===== src/rtl/compare_result_tracker.sv =====
// compare_result_tracker: per-frame outcome counts and operand extremes for a magnitude comparator stream
//
// Ports:
//   clk, rst_n            clock (rising edge), asynchronous active-low reset
//   start                 opens a new frame while idle
//   in_valid / in_ready   sample handshake for a, b, igual/menor/maior, last
//   out_valid / out_ready frame summary handshake
//   cnt_igual/menor/maior saturating outcome counters (CW bits)
//   max_val / min_val     running extremes of the larger/smaller operand (W bits)
//   erro                  sticky invalid-flag indicator for the frame
//
// Optional: define CMP_CROSSCHECK_EN to verify the one-hot flags against a local compare of a and b.
module compare_result_tracker #(
    parameter int unsigned W  = 4,
    parameter int unsigned CW = 8
) (
    input  logic          clk,
    input  logic          rst_n,
    input  logic          start,
    input  logic          in_valid,
    output logic          in_ready,
    input  logic [W-1:0]  a,
    input  logic [W-1:0]  b,
    input  logic          igual,
    input  logic          menor,
    input  logic          maior,
    input  logic          last,
    output logic          out_valid,
    input  logic          out_ready,
    output logic [CW-1:0] cnt_igual,
    output logic [CW-1:0] cnt_menor,
    output logic [CW-1:0] cnt_maior,
    output logic [W-1:0]  max_val,
    output logic [W-1:0]  min_val,
    output logic          erro
);
    typedef enum logic [1:0] {IDLE, ACUM, DONE} state_t;

    state_t        state_q, state_d;
    logic [CW-1:0] cnt_ig_q, cnt_ig_d, cnt_me_q, cnt_me_d, cnt_ma_q, cnt_ma_d;
    logic [W-1:0]  max_q, max_d, min_q, min_d;
    logic          erro_q, erro_d, seen_q, seen_d;
    logic          agree, valid_s;
    logic [W-1:0]  larger, smaller;

    function automatic logic [CW-1:0] sat_inc(input logic [CW-1:0] v);
        return (&v) ? v : v + CW'(1);
    endfunction

`ifdef CMP_CROSSCHECK_EN
    assign agree = (igual == (a == b)) && (menor == (a < b)) && (maior == (a > b));
`else
    assign agree = 1'b1;
`endif

    assign valid_s = $onehot({igual, menor, maior}) && agree;
    // igual selects a for both extremes; menor falls through to b as the larger operand
    assign larger  = (maior || igual) ? a : b;
    assign smaller = maior ? b : a;

    always_comb begin
        state_d   = state_q;
        cnt_ig_d  = cnt_ig_q;
        cnt_me_d  = cnt_me_q;
        cnt_ma_d  = cnt_ma_q;
        max_d     = max_q;
        min_d     = min_q;
        erro_d    = erro_q;
        seen_d    = seen_q;
        in_ready  = 1'b0;
        out_valid = 1'b0;
        case (state_q)
            IDLE: begin
                if (start) begin
                    state_d  = ACUM;
                    cnt_ig_d = '0;
                    cnt_me_d = '0;
                    cnt_ma_d = '0;
                    max_d    = '0;
                    min_d    = '0;
                    erro_d   = 1'b0;
                    seen_d   = 1'b0;
                end
            end
            ACUM: begin
                in_ready = 1'b1;
                if (in_valid) begin
                    if (valid_s) begin
                        cnt_ig_d = igual ? sat_inc(cnt_ig_q) : cnt_ig_q;
                        cnt_me_d = menor ? sat_inc(cnt_me_q) : cnt_me_q;
                        cnt_ma_d = maior ? sat_inc(cnt_ma_q) : cnt_ma_q;
                        max_d    = (!seen_q || larger > max_q) ? larger : max_q;
                        min_d    = (!seen_q || smaller < min_q) ? smaller : min_q;
                        seen_d   = 1'b1;
                    end else begin
                        erro_d = 1'b1;
                    end
                    state_d = last ? DONE : ACUM;
                end
            end
            DONE: begin
                out_valid = 1'b1;
                state_d   = out_ready ? IDLE : DONE;
            end
            default: state_d = IDLE;
        endcase
    end

    always_ff @(posedge clk or negedge rst_n) begin
        if (!rst_n) begin
            state_q  <= IDLE;
            cnt_ig_q <= '0;
            cnt_me_q <= '0;
            cnt_ma_q <= '0;
            max_q    <= '0;
            min_q    <= '0;
            erro_q   <= 1'b0;
            seen_q   <= 1'b0;
        end else begin
            state_q  <= state_d;
            cnt_ig_q <= cnt_ig_d;
            cnt_me_q <= cnt_me_d;
            cnt_ma_q <= cnt_ma_d;
            max_q    <= max_d;
            min_q    <= min_d;
            erro_q   <= erro_d;
            seen_q   <= seen_d;
        end
    end

    assign cnt_igual = cnt_ig_q;
    assign cnt_menor = cnt_me_q;
    assign cnt_maior = cnt_ma_q;
    assign max_val   = max_q;
    assign min_val   = min_q;
    assign erro      = erro_q;
endmodule


===== config.mk =====
export PLATFORM = sky130hd
export DESIGN_NAME = compare_result_tracker
export DESIGN_NICKNAME = d
export VERILOG_FILES = /design/src/rtl/compare_result_tracker.sv
export SDC_FILE = /design/constraint.sdc
export NUM_CORES = 1
export LEC_CHECK = 0
export BUFFER_PORTS_ARGS = -buffer_cell sky130_fd_sc_hd__buf_2
export CORE_MARGIN = 10
export CORE_UTILIZATION = 49
export DETAILED_ROUTE_END_ITERATION = 8
export PLACE_DENSITY = 0.77
export SETUP_SLACK_MARGIN = 0.3
export SLEW_MARGIN = 10
export SYNTH_ARGS = -nofsm -noshare
export SYNTH_HDL_FRONTEND = slang
export SYNTH_SLANG_ARGS = --single-unit
export TNS_END_PERCENT = 5

===== constraint.sdc =====
create_clock -name clk -period 1.8 [get_ports clk]
set_input_delay 0.18 -clock clk [delete_from_list [all_inputs] [get_ports clk]]
set_output_delay 0.18 -clock clk [all_outputs]
set_load 0.03 [all_outputs]

==> results.md, run 1 <==
* Outcome: complete, but fails checks
* Violated checks: setup timing
* Antenna violations before repair at 0
* PD cells at 926 nW/um^2
* Max VDD drop at ~0.00055 V
* Layout Nets at 352
* Tmin final at 1.80 ns
* Tightest Hold Check Type: primary input to flop
* Synth Flop Type: dfrtp_1
* Post-Synthesis Net Count at 261
* Fraction of layout cells with a size suffix above 1 at 0.433
* TritonCTS buffer count at 5
* CTS tree: done
* Largest area contributor in the netlist: dfrtp_1
* Dpl cell area at 2820 um^2
* N_diodes at 0
* Actual slew at the worst max-slew pin at 0.501 ns
* Post-DR wirelength/cell at between 15 and 20 um
* Die H at 87.4 um
* Port Buffers at 51
* Synth top area share at 0.405
* Final worst setup slack at -0.00390 ns
* Clock Latency Late Sink at 0.30 ns
* Final Cycle Share at 1.00
* Clock sinks at 36
* Synthesis-to-layout area growth at 45.0%
* Root buffer cell: clkbuf_8
* CTS Buffer Depth at 2
* Inst Count DP at 366
* Largest net degree at the start of global routing at 20
* Area contributors post-synth: dfrtp_1 40%, ha_1 6.2%, mux2i_1 4.9%
* Max-Cap Viols at 0
* Gr usage total at 0.180
* Largest family of logic cells by synthesized area: simple AND/OR/NAND/NOR gates
* Reg2reg setup slack at 0.03 ns
* Cells after synthesis at 232
* Maximum fanout along the worst path at 8
* Post-place setup slack at -0.457 ns
* Crit path capture type: flop
* WP data arrival at approximately 2 ns
* Routed vias/inst at 5.97
* WL final at 6.66 mm
* Syn_area_per_cell at 9.59 um^2
* Flops & latches, synth at 36
* Setup_tns at -0.00390 ns
* Starting Density at 0.507
* Final cell area excluding filler cells at roughly 3200 um^2
* H-tree levels at 2
* RD Place Congestion at a little under 0.9
* Hpwl dp at 4.89 mm
* Synth Area in Simple Gates at 0.206
* Startpoint types: primary input
* Static leakage at 1.52 nW
* Die W at about 90 um
* Count of different cell masters after synthesis at 47
* Initial DRC Count at 112
* First-pass GRT wire length at between 10 and 15 mm
* Design Power at 2.99 mW
* Vias in the first global route at about 2400
* Mux cell area share after synthesis at 0.0849
* RSZ-0062 raised after global routing: true
* Fmax at approximately 0.55 GHz
* Row count at 24
* Fraction of the mapped netlist area in adder cells at 0.0709
* DRC viols at 0
* Clk pin slew, worst setup/hold paths at roughly 0.070 ns
* Vias after detailed routing at approximately 2200
* Top Ports at 52
* Final ANT Viol Nets at 0
* Critical setup path kind: primary input to flop
* Max Slew Vio Count at 0
* GRT overflow at 0
* Final std cells w/o fill at about 380
* Relative slew margins at 0.666
* Die ar. at between 7000 and 8000 um^2
* Placeable Area at 4380 um^2
* Layout fillers at 319
* Sequential fraction of the synthesis area at 0.405
* Yosys warns at 0
* EDFF count, synth at 0
* Drt pass-1 iters at 4
* Hold Fails Final Rpt at 0
* Mapped cell area at ~2200 um^2
* Synth Area in Compound Gates at 0.189
* XOR/XNOR Fraction of Synth Area at 0
* Final setup viols at 1
* Req. time, crit path at 2.01 ns
* Clock skew at around 0.0083 ns
* Fraction of registers with async set/reset at 1.00
## cells in the mapped netlist (all sizes together), types with 2 or more instances
master  count
a21o        2
a21oi       8
a22o        3
a31oi       4
a32o        3
and3        3
and3b       2
and4        2
clkbuf      6
dfrtp      36
ha         11
inv        18
mux2        7
mux2i      11
nand2      18
nand2b      7
nand3      14
nand4       6
nor2       10
nor3        6
nor3b       3
nor4        2
o211ai      2
o21a        2
o21ai       8
o22ai       2
o311ai      5
o31ai       7
o41ai       5
or4         5
## state kept, by name, summed over array words and instances (netlist names)
register and count:
cnt_menor 8, cnt_maior 8, seen_q 1, max_val 4, state_q 2, min_val 4
cnt_igual 8, erro 1
## path summary, 6_finish.rpt
path	startpoint	end	depth (start not counted)
max	maior	cnt_menor[0]$_DFFE_PN0P_	9
min in group asynchronous	rst_n	cnt_igual[6]$_DFFE_PN0P_	2
min reg2reg	seen_q$_DFFE_PN0P_	seen_q$_DFFE_PN0P_	1
max in group asynchronous	rst_n	cnt_maior[0]$_DFFE_PN0P_	3
max reg2reg	min_val[1]$_DFFE_PN0P_	min_val[0]$_DFFE_PN0P_	6
min	out_ready	state_q[1]$_DFFE_PN0P_	2
## cell type report
class,instances,area [um^2],area share
repair buffers,91,601,0.186
clock inverters,1,5.00,0.00155
well taps,52,65.1,0.0202
multi-input cells,171,1510,0.467
inverters,18,73.8,0.0229
clock buffers,6,72.6,0.0225
flip-flops and latches,36,902,0.280
## power breakdown
group / internal (mW) / leakage (nW) / total, mW / switching, mW
combinational: 0.542 / 0.987 / 1.36 / 0.820
clock: 0.263 / 0.0410 / 0.550 / 0.287
sequential: 0.943 / 0.489 / 1.08 / 0.133
## cell families after synthesis
| group | after synthesis |
|---|---|
| adder cells (fa/ha/maj) | 12 |
| AO/OA/AOI/OAI | 58 |
| flip-flops | 36 |
| AND/OR/NAND/NOR | 83 |
| multiplexers | 18 |
| buffers and inverters | 25 |
## worst max-delay path, stage by stage
cell and delay [ns]:
buf_8 0.10, fa_1 0.54, buf_4 0.12, nand4b_1 0.13
a21o_4 0.27, buf_4 0.15, nor3b_2 0.17, buf_4 0.15
mux2i_2 0.20
## layout by cell type, fill, tap and decap left out, types with 4 or more instances in the layout
cell type / n
inv_1: 15
nor2_1: 10
mux2_2: 4
buf_6: 4
a21oi_1: 7
mux2i_1: 9
ha_1: 8
nor3_1: 4
buf_4: 36
a31oi_1: 4
nand4_1: 6
clkbuf_8: 5
o31ai_1: 7
dfrtp_1: 35
nand3_1: 10
nand2_1: 18
buf_2: 48
nand2b_1: 6
## layer usage
layer  up-vias  part of all wire  global-route usage
li1       1066                 -                   -
met1      1096              0.42               0.199
met3        17             0.056              0.0478
met2        61              0.50               0.315
met4         0             0.023              0.0725
met5         -                 0                   0
## timing repair
item | 4_1_cts | 5_1_grt
setup buffers | 1 | 0
endpoints found under the hold margin | 18 | 0
pin swaps | 36 | 11
hold buffers | 1 | 0
gates resized for setup | 56 | 12
setup endpoints to repair | 31 | 33
## per-stage QoR
| stage | utilization | hold WS, ns |
|---|---|---|
| detailed placement | 0.644 | 0.161 |
| floorplan | - | -0.116 |
| global placement | 0.644 | 0.157 |
| CTS | 0.719 | 0.0515 |
| finish | 0.736 | 0.0565 |
| global route | 0.736 | 0.0644 |
No activity file was read; power rests on OpenSTA's default activity.
==> inputs of run 2 (changes only) <==
Settings changed: CORE_MARGIN 10 to 5.
==> results.md, run 2 (synthesis gave the netlist of run 1 again) <==
* TritonCTS buffer count at 5
* DRC viols at 0
* Drt pass-1 iters at 4
* Post-DR wirelength/cell at 17.8 um
* Vias after detailed routing at 2308
* Most common cell after layout, fill and taps aside: buf_2
* Actual slew at the worst max-slew pin at 0.484 ns
* GRT overflow at 0
* Tmin final at 1.90 ns
* Placeable Area at 4380 um^2
* Synthesis-to-layout area growth at 49.3%
* Outcome: complete, but fails checks
* Final Cycle Share at 1.06
* Layout fillers at 303
* Startpoint types: primary input
* Top Ports at 52
* Final ANT Viol Nets at 0
* Hold Fails Final Rpt at 0
* Layout Nets at 361
* Final setup viols at 5
* Vias in the first global route at 2368
* Die ar. at around 6000 um^2
* Starting Density at 0.507
* RD Place Congestion at slightly below 0.9
* Clock Latency Late Sink at a little under 0.3 ns
* Clock skew at 0.00629 ns
* Static leakage at 1.56 nW
* Design Power at 3.15 mW
* Most frequent cells in the layout: 48 x buf_2, 46 x buf_4, 35 x dfrtp_1
* Die W at 77.4 um
* Gr usage total at 0.233
* RSZ-0062 raised after global routing: true
* WL final at just under 7 mm
* Die H at 77.4 um
* First-pass GRT wire length at 11.3 mm
* Max-Cap Viols at 0
* Maximum fanout along the worst path at 4
* N_diodes at 0
* Req. time, crit path at 2.02 ns
* Final Util at 0.758
* Clock sinks at 36
* Violated checks: setup timing
* Multi-input logic area at 1530 um^2
* Fraction of layout cells with a size suffix above 1 at 0.474
* Final worst setup slack at -0.0999 ns
* Antenna violations before repair at 0
* CTS Buffer Depth at 2
* Critical setup path kind: primary input to flop
* Clk pin slew, worst setup/hold paths at approximately 0.070 ns
* Root buffer cell: clkbuf_8
* Max Slew Vio Count at 0
* CTS tree: done
* Largest net degree at the start of global routing at 37
* WP data arrival at about 2.1 ns
* Port Buffers at 51
* Crit path capture type: flop
* PD cells at between 900 and 1000 nW/um^2
* Relative slew margins at 0.677
* Hpwl dp at 4.48 mm
* Reg area at 902 um^2
* Row count at 24
* Max VDD drop at 0.000606 V
* Post-place setup slack at -0.439 ns
* Tightest Hold Check Type: primary input to flop
* Fmax at 0.526 GHz
* Setup_tns at -0.197 ns
* Routed vias/inst at 5.99
* Initial DRC Count at 68
* H-tree levels at 2
==> run 2: cell count changes in the layout (fill, tap and decap cells not counted), moves of 3 or more <==
| cell | previous run | this run |
|---|---|---|
| ha_4 | 3 | 6 |
| o311ai_1 | 0 | 4 |
| ha_1 | 8 | 4 |
| o21ai_1 | 3 | 0 |
| buf_4 | 36 | 46 |
| o21ai_0 | 3 | 6 |
| a21oi_1 | 7 | 4 |
==> run 2: power breakdown <==
| part | switching, mW | internal (mW) |
|---|---|---|
| Combinational | 0.854 | 0.604 |
| Clock | 0.303 | 0.306 |
| Sequential | 0.143 | 0.942 |
==> run 2: timing repair <==
item | CTS | global route
resized for setup | 55 | 18
pin swaps | 27 | 21
hold endpoints to repair | 36 | 0
hold buffers | 1 | 0
setup endpoints to repair | 32 | 34
setup buffers | 8 | 2
==> run 2: metal layers <==
layer	vias to the layer above	global-route usage	share of wire	routed length, um
li1	1088	-	-	-
met1	1143	0.275	0.41	2780
met2	67	0.407	0.53	3600
met3	10	0.0509	0.054	373
met4	0	0.0979	0.014	97
met5	-	0	0	0
==> run 2: cell type report <==
cell class | instances | share of cell area
Sequential cell | 36 | 0.272
Timing Repair Buffer | 100 | 0.200
Clock buffer | 6 | 0.0249
Tap cell | 52 | 0.0196
Clock inverter | 2 | 0.00301
Inverter | 18 | 0.0218
Multi-Input combinational cell | 171 | 0.459
==> run 2: metrics by stage <==
step | cell area, um^2 | hold WS (ns) | instances
2_1_floorplan | 2240 | -0.116 | 232
3_3_place_gp | 2810 | 0.250 | 366
3_5_place_dp | 2810 | 0.250 | 366
4_1_cts | 3210 | 0.0404 | 383
5_1_grt | 3320 | 0.0537 | 385
6_report | 3320 | 0.0469 | 385
==> run 2: critical path, stage by stage <==
cell	delay, ns
buf_12	0.11
fa_1	0.58
nand3b_1	0.14
or4_4	0.54
or4_4	0.43
a21oi_2	0.14
==> run 2: final timing paths <==
path                                          start                       end  cells after the start  slack [ns]
setup / recovery                              maior  cnt_maior[5]$_DFFE_PN0P_                      6        -0.1
min in group asynchronous                     rst_n    max_val[0]$_DFFE_PN0P_                      3        0.45
max in group asynchronous                     rst_n    state_q[0]$_DFFE_PN0P_                      3        0.99
hold / removal                            out_ready    state_q[1]$_DFFE_PN0P_                      2        0.05
setup reg to reg             min_val[1]$_DFFE_PN0P_    min_val[0]$_DFFE_PN0P_                      6        0.02
hold reg to reg            cnt_maior[6]$_DFFE_PN0P_  cnt_maior[6]$_DFFE_PN0P_                      1        0.51
==> inputs of run 3 (changes only) <==
Settings changed: ABC_AREA set to 1, PLACE_DENSITY 0.77 to 0.76.
==> results.md, run 3 <==
* Outcome: finished clean
* Area contributors post-synth: dfrtp_1 38%, nand2_1 16%, nand3_1 7.4%
* Placeable Area at 4690 um^2
* H-tree levels at 2
* Relative slew margins at 0.679
* Fmax at about 0.68 GHz
* Critical path launch point: maior
* Actual slew at the worst max-slew pin at 0.482 ns
* Reg-to-reg critical path startpoint: cnt_maior[0]$_DFFE_PN0P_
* Top Ports at 52
* Drt pass-1 iters at 4
* Sequential fraction of the synthesis area at 0.383
* CTS Buffer Depth at 2
* Critical setup path kind: primary input to flop
* Worst hold start: out_ready
* RSZ-0062 raised after global routing: true
* Port Buffers at 51
* First-pass GRT wire length at just under 10 mm
* Final Cycle Share at 0.818
* Maximum fanout along the worst path at 7
* Max VDD drop at roughly 0.0010 V
* Clock sinks at 36
* GRT overflow at 0
* Crit path capture type: flop
* CP max stage delay at 0.34 ns
* Flops & latches, synth at 36
* Dpl cell area at 2750 um^2
* Synthesis-to-layout area growth at 37.8%
* Post-DR wirelength/cell at 13.2 um
* Most frequent cells in the layout: 88 x nand2_1, 50 x buf_2, 32 x dfrtp_1
* Clock Latency Late Sink at 0.29 ns
* Crit path depth at 10
* Top-count cell post-synth: nand2_1
* Fraction of registers with async set/reset at 1.00
* Root buffer cell: clkbuf_8
* Die W at 79.3 um
* N_diodes at 0
* Starting Density at 0.502
* Most common cell after layout, fill and taps aside: nand2_1
* Startpoint types: primary input
* Reg2reg setup slack at approximately 0.34 ns
* Max-Cap Viols at 0
* Fraction of layout cells with a size suffix above 1 at 0.395
* EDFF count, synth at 0
* Crit-path most repeated cell: nand2_1
* Reg area at 906 um^2
* CP max stage cell: o21ai_0
* Gr usage total at 0.191
* Top cell family by delay on the critical path: compound AO/OA/AOI/OAI gates
* Post-Synthesis Net Count at 332
* Final ANT Viol Nets at 0
* WP data arrival at 1.70 ns
* DRC viols at 0
* Synth top area share at 0.383
* TritonCTS buffer count at 5
* Initial DRC Count at 94
* CTS tree: done
* Layout Nets at 418
* Largest area contributor in the netlist: dfrtp_1
* Mapped cell area at between 2000 and 2500 um^2
* Cells after synthesis at 303
* Hold Fails Final Rpt at 0
* Static leakage at 1.72 nW
* Worst reg2reg path depth at 8
* Fin Hold WS at 0.130 ns
* WL final at roughly 6 mm
* Row count at 25
* Die H at 79.3 um
* Yosys warns at 0
* Clock skew at 0.00968 ns
* Tightest Hold Check Type: primary input to flop
* Req. time, crit path at 2.02 ns
* Largest net degree at the start of global routing at 20
* Clk pin slew, worst setup/hold paths at ~0.080 ns
* FF-to-FF End: cnt_maior[6]$_DFFE_PN0P_
* Multi-input logic area at 1520 um^2
* Tmin final at about 1.5 ns
* Routed vias/inst at ~5.2
* Die ar. at 6290 um^2
* Antenna violations before repair at 0
* Max Slew Vio Count at 0
* RD Place Congestion at 0.835
* Synth Flop Type: dfrtp_1
* Vias in the first global route at approximately 2200
* Worst Path Buf+Inv at 3
* Crit-path cells: buf_8 > buf_4 > o21ai_0 > ha_1 > a21oi_1 > nand2_1 > nand2_1 > buf_4 > nand3_1 > nand2_1
* Hpwl dp at 4.01 mm
* Final cell area excluding filler cells at 3250 um^2
* Vias after detailed routing at 2299
* Synth cell count leaders: 98 x nand2_1, 36 x dfrtp_1, 35 x nand3_1, 31 x inv_1, 20 x nor2_1
* Final setup viols at 0
* Syn_area_per_cell at between 7 and 8 um^2
* PD cells at 1400 nW/um^2
* Layout fillers at 380
* Count of different cell masters after synthesis at 29
* Last element of the critical path: min_val[2]$_DFFE_PN0P_
## run 3: cell families (layout without fill, tap and decap cells)
logic type,count (synthesis),after routing,synth area share
AOI/OAI and AO/OA,31,31,0.0770
xor gates and xnor gates,14,14,0.0521
adders and majority gates,12,12,0.0669
buffers and inverters,39,125,0.0760
DFF,36,36,0.383
muxes,2,2,0.0191
and+or+nand+nor,169,170,0.326
## run 3: final cells by class
type / instances / area share
Clock buffer: 6 / 0.0224
Clock inverter: 2 / 0.00386
Inverter: 34 / 0.0401
Multi-Input combinational cell: 229 / 0.469
Sequential cell: 36 / 0.279
Tap cell: 54 / 0.0208
Timing Repair Buffer: 83 / 0.165
## run 3: stage by stage
| stage | worst slack [ns] | power [mW] | instances | utilization | TNS [ns] |
|---|---|---|---|---|---|
| final | 0.328 | 4.56 | 444 | 0.692 | 0 |
| after global routing | 0.222 | 4.90 | 444 | 0.692 | 0 |
| after CTS | 0.273 | 4.24 | 440 | 0.643 | 0 |
| after detailed placement | -0.149 | 3.37 | 417 | 0.587 | -0.722 |
| after global placement | -0.126 | 3.32 | 417 | 0.587 | -0.483 |
| after floorplan | 0.203 | 2.84 | 303 | - | 0 |
## run 3: what timing repair did
| action | 4_1_cts | 5_1_grt |
|---|---|---|
| resized for setup | 13 | 50 |
| hold buffers | 1 | 0 |
| setup endpoints to repair | 28 | 34 |
| endpoints found under the hold margin | 18 | 0 |
| buffers inserted | 13 | 4 |
| pin swaps | 5 | 23 |
| cloned | 1 | 0 |
## run 3: how the worst min path moves through the flow
stage,to,slack (ns),cells after the start
floorplan,cnt_igual[0]$_DFFE_PN0P_,-0.12,0
global placement,max_val[2]$_DFFE_PN0P_,0.16,1
detailed placement,max_val[3]$_DFFE_PN0P_,0.17,1
CTS,state_q[1]$_DFFE_PN0P_,0.12,4
global route,state_q[1]$_DFFE_PN0P_,0.15,4
finish,state_q[1]$_DFFE_PN0P_,0.13,4
## run 3: report_power, final
part	switching [mW]	internal [mW]	total, mW
Clock	0.293	0.270	0.563
Sequential	0.167	1.00	1.17
Combinational	1.75	1.08	2.83
Total	2.21	2.35	4.56
## run 3: worst reg2reg max path: stages, from the launching register on
cell and delay (ns):
dfrtp_2 0.42, ha_2 0.21, nand2_1 0.08, inv_2 0.06
a31oi_4 0.28, nand2_8 0.11, nand2_8 0.11, nand3_2 0.06
nand2_1 0.06
## run 3: routing by layer
| metal | GRT usage | vias to the layer above | wire length [um] |
|---|---|---|---|
| li1 | - | 1143 | - |
| met1 | 0.240 | 1081 | 2560 |
| met2 | 0.320 | 65 | 2870 |
| met3 | 0.0442 | 10 | 332 |
| met4 | 0.0722 | 0 | 93 |
| met5 | 0 | - | 0 |
